--- src/rtl/sysid_check_master.sv ---
// Avalon-MM read master that fetches the system-ID and timestamp words and checks them
// against build-time values, with a per-read timeout and bounded retries.
module sysid_check_master #(
  parameter logic [31:0] EXPECTED_ID = 32'h0000_0000,
  parameter logic [31:0] EXPECTED_TS = 32'd1525153154,
  parameter logic [7:0]  TIMEOUT_CYC = 8'd255,
  parameter logic [1:0]  MAX_RETRIES = 2'd2
) (
  input  logic        clock,
  input  logic        reset,
  input  logic        start,
  output logic        address,
  output logic        read,
  input  logic        waitrequest,
  input  logic        readdatavalid,
  input  logic [31:0] readdata,
  output logic        busy,
  output logic        done,
  output logic        id_ok,
  output logic        ts_ok,
  output logic        timed_out,
  output logic [31:0] id_value,
  output logic [31:0] ts_value
);

  typedef enum logic [2:0] {IDLE, REQ_ID, WAIT_ID, REQ_TS, WAIT_TS, FINISH} state_t;

  state_t     state;
  logic [7:0] timer;
  logic [1:0] retries;
  logic       in_req;
  logic       in_wait;
  logic       is_ts;
  logic       capture;

  // Data is taken either while waiting or in the accept cycle itself (zero-latency slave).
  always_comb begin
    in_req  = (state == REQ_ID)  || (state == REQ_TS);
    in_wait = (state == WAIT_ID) || (state == WAIT_TS);
    is_ts   = (state == REQ_TS)  || (state == WAIT_TS);
    capture = readdatavalid && (in_wait || (in_req && !waitrequest));
  end

  always_ff @(posedge clock) begin
    if (reset) begin
      state     <= IDLE;
      timer     <= '0;
      retries   <= '0;
      address   <= 1'b0;
      read      <= 1'b0;
      busy      <= 1'b0;
      done      <= 1'b0;
      id_ok     <= 1'b0;
      ts_ok     <= 1'b0;
      timed_out <= 1'b0;
      id_value  <= '0;
      ts_value  <= '0;
    end else begin
      done <= 1'b0;
      if (capture) begin
        timer <= '0;
        if (is_ts) begin
          ts_value <= readdata;
          ts_ok    <= (readdata == EXPECTED_TS);
          read     <= 1'b0;
          done     <= 1'b1;
          state    <= FINISH;
        end else begin
          id_value <= readdata;
          id_ok    <= (readdata == EXPECTED_ID);
          retries  <= '0;
          read     <= 1'b1;
          address  <= 1'b1;
          state    <= REQ_TS;
        end
      end else begin
        unique case (state)
          IDLE: begin
            if (start) begin
              state     <= REQ_ID;
              busy      <= 1'b1;
              read      <= 1'b1;
              address   <= 1'b0;
              id_ok     <= 1'b0;
              ts_ok     <= 1'b0;
              timed_out <= 1'b0;
              retries   <= '0;
              timer     <= '0;
            end
          end
          REQ_ID, REQ_TS: begin
            if (!waitrequest) begin
              read  <= 1'b0;
              timer <= '0;
              state <= is_ts ? WAIT_TS : WAIT_ID;
            end
          end
          WAIT_ID, WAIT_TS: begin
            // The TIMEOUT_CYC-th wait cycle is the last one in which data is still accepted.
            if (timer == TIMEOUT_CYC - 8'd1) begin
              timer <= '0;
              if (retries < MAX_RETRIES) begin
                retries <= retries + 2'd1;
                read    <= 1'b1;
                state   <= is_ts ? REQ_TS : REQ_ID;
              end else begin
                timed_out <= 1'b1;
                done      <= 1'b1;
                state     <= FINISH;
              end
            end else begin
              timer <= timer + 8'd1;
            end
          end
          FINISH: begin
            busy  <= 1'b0;
            state <= IDLE;
          end
          default: state <= IDLE;
        endcase
      end
    end
  end

endmodule

--- config.mk ---
export PLATFORM = sky130hd
export DESIGN_NAME = sysid_check_master
export DESIGN_NICKNAME = d
export VERILOG_FILES = /design/src/rtl/sysid_check_master.sv
export SDC_FILE = /design/constraint.sdc
export NUM_CORES = 1
export LEC_CHECK = 0
export BUFFER_PORTS_ARGS = -buffer_cell sky130_fd_sc_hd__buf_2
export CORE_ASPECT_RATIO = 0.5
export CORE_MARGIN = 1.5
export CORE_UTILIZATION = 25
export CTS_BUF_LIST = sky130_fd_sc_hd__clkbuf_2
export DETAILED_ROUTE_END_ITERATION = 10
export SLEW_MARGIN = 20
export SYNTH_ARGS = -nofsm -noshare
export SYNTH_HDL_FRONTEND = slang
export SYNTH_SLANG_ARGS = --single-unit
--- constraint.sdc ---
create_clock -name clock -period 2.1 [get_ports clock]
set_clock_uncertainty 0.15 [all_clocks]
set_input_delay 0.42 -clock clock [delete_from_list [all_inputs] [get_ports clock]]
set_output_delay 0.42 -clock clock [all_outputs]
set_load 0.03 [all_outputs]
==> results.cfg <==
[layout]
drive_above_1_share_pct = 24.6
layout.nets = 608
fin_area_um2 = 4630
num-fill-cells = 1419
syn_to_final_growth_pct = 35.0

[synth]
syn-instance-count = 434
synth_commonest_cells = nand2_1 (134), dfxtp_1 (84), a21oi_1 (79)
synth_largest_area_cell = dfxtp_1
synth_ff_type = dfxtp_1
synth.avg_cell_area_um2 = 7.91
ys_seq_area_share_pct = 49.0
yosys-top-cells-area = dfxtp_1 (49%), nand2_1 (15%), a21oi_1 (12%)
syn_nets = 473
yosysWarnings = 0
synth_top_area_share_pct = 49.0
synth_edf_count = 0
syn_area_um2 = 3430
async_flop_share_pct = 0
synth.distinct_cells = 44
ys_ff_latch = 84
synth.most_common_cell = nand2_1

[place]
dpl-instance-area_um2 = 4200
gp_congestion = 0.815
hpwlAfterDp_mm = 6.85
post-place-ws_ns = 0.0969
port-buffer-count = 107

[sta]
finalCritPeriodShare_pct = 96.8
slew_headroom_pct = 71.6
period_needed_ns = 2.03
tightest_slew_ns = 0.426
max_freq_mhz = 492
setup_viol = 0
maxSlewViolCount = 0
setup_tns_ns = 0
final_hold_viol_count = 0
fin_ws_ns = 0.0673
grt_setup_unrepaired = no

[setup_path]
end_kind = flip-flop
startpoint_type = flip-flop
cp.arrival_ns = 2.39
cp_data_required_time_ns = 2.46
path_class = flip-flop to flip-flop
cp_max_fo = 11

[global_routing]
grt_pass1_vias = 3216
grt_max_degree = 45
antenna_found_initial = 0
grt_pass1_wl_mm = 16.4
overflow = 0
grt_usage_pct = 14.5

[power]
powerDensity_nw_per_um2 = 820
combPwrFrac_pct = 29.5
p_switching_w = 0.00139
seqPwrFrac_pct = 48.1
irDropWorstVdd_uv = 355
total_power_w = 0.00380
internal-power_w = 0.00241
switching_share_pct = 36.7
p_clk_share_pct = 22.4
p_leak_nw = 1.87

[clocking]
cts_buffer_depth = 2
clkTransAtPathRegs_ns = 0.23
clock_latency_ns = 0.55
root_buffer = clkbuf_2
cts_tree = yes
numCtsBuffers = 9
post_cts_buffers = 0
cts_sinks = 84
htreeDepth = 3

[detailed_routing]
wl_mm = 10.4
first_pass_iters = 4
drtAntennaViolNets = 0
drtIter0Drc = 152
vias = 3455
via_per_inst = 4.60
drc_errors = 0
post_drt_wl_per_cell_um = 13.8

[floorplanning]
die_y_um = 85.8
fp.dieW_um = 169
row_count = 30
die-area_um2 = 14500
core-area_um2 = 13500
io_pins = 108
start_util_pct = 25.5

[run]
cap_violations = 0

[outcome]
outcome = completed

[worst_hold_path]
hold_path.class = input pin to flip-flop
==> cells by family (layout without fill, tap and decap cells) <==
logic type               Yosys count  after routing  share of synthesized area (%)
buffers and inverters             31            171                           4.81
AND/OR/NAND/NOR                  207            207                           26.8
adder cells (fa/ha/maj)            2              2                          0.729
flip-flops                        84             84                           49.0
XOR/XNOR                           8              8                           2.04
other                              0              1                              0
AO/OA/AOI/OAI                    102            102                           16.6
==> stage by stage <==
stage	hold WS [ns]	instances	utilization, %
4_1_cts	0.0855	750	34.4
5_1_grt	0.0803	750	34.4
3_5_place_dp	0.294	702	31.1
3_3_place_gp	0.289	702	31.1
6_report	0.124	751	34.4
2_1_floorplan	0.291	434	-
==> worst max-delay path, stage by stage (launching register included) <==
cell	delay (ns)
dfxtp_1	0.61
or3b_1	0.41
a21oi_1	0.22
o22ai_1	0.14
or3_1	0.32
a21oi_1	0.14
==> layout by cell type, fill, tap and decap left out, drive strengths merged, types with 2 or more instances in the layout <==
master,count
nand4,13
and2,2
o22ai,2
o21a,2
or3b,2
ha,2
nor2,20
buf,121
nand2b,9
nand2,134
dlygate4sd3,32
a21oi,79
nor4,8
clkinvlp,2
nand3,3
clkbuf,9
a31oi,2
o21ai,7
a211oi,3
dfxtp,84
xor2,7
nor3,5
nand3b,3
clkinv,4
inv,2
==> power by group through the flow <==
stage          Sequential, W  Combinational, W  Clock [W]
3_5_place_dp         0.00186           0.00108          0
4_1_cts              0.00183           0.00112   0.000887
6_report             0.00183           0.00112   0.000850
2_1_floorplan        0.00203          0.000551          0
3_3_place_gp         0.00185           0.00107          0
5_1_grt              0.00185           0.00122   0.000951
==> per-layer routing <==
layer / global-route usage [%] / routed length, µm
met2: 25.2 / 5120
met4: 6.17 / 297
met5: 0 / 0
met3: 4.48 / 471
met1: 16.7 / 4480
==> state kept, by name, summed over array words and instances (netlist names) <==
signal	cells
done	1
id_value	32
timed_out	1
state	3
ts_value	32
ts_ok	1
retries	2
busy	1
timer	8
read	1
id_ok	1
address	1
==> repair_timing <==
action                                 in CTS  in global routing
endpoints found under the hold margin      66                  0
hold buffers                               32                  0
setup endpoints to repair                   0                 29
gates resized for setup                     0                  1
==> final timing paths <==
| path | from | end | slack (ns) | depth (start not counted) |
|---|---|---|---|---|
| worst max-delay path | state[2]$_SDFFE_PP0P_ | retries[0]$_SDFFE_PP0P_ | 0.07 | 5 |
| worst max register to register | state[2]$_SDFFE_PP0P_ | retries[0]$_SDFFE_PP0P_ | 0.07 | 5 |
| worst min-delay path | reset | busy$_SDFFE_PP0P_ | 0.12 | 2 |
| worst min register to register | id_value[25]$_SDFFE_PP0P_ | id_value[25]$_SDFFE_PP0P_ | 0.32 | 2 |
==> final cells by class <==
class	instances	area, µm²	area share (%)
multi-input cells	319	1580	34.2
repair buffers	153	1020	22.1
flip-flops and latches	84	1680	36.3
clock buffers	9	45.0	0.972
well taps	176	220	4.75
clock inverters	7	67.6	1.46
inverters	2	7.51	0.162
diodes	1	2.50	0.0540
Power figures use the tool's default switching activity.
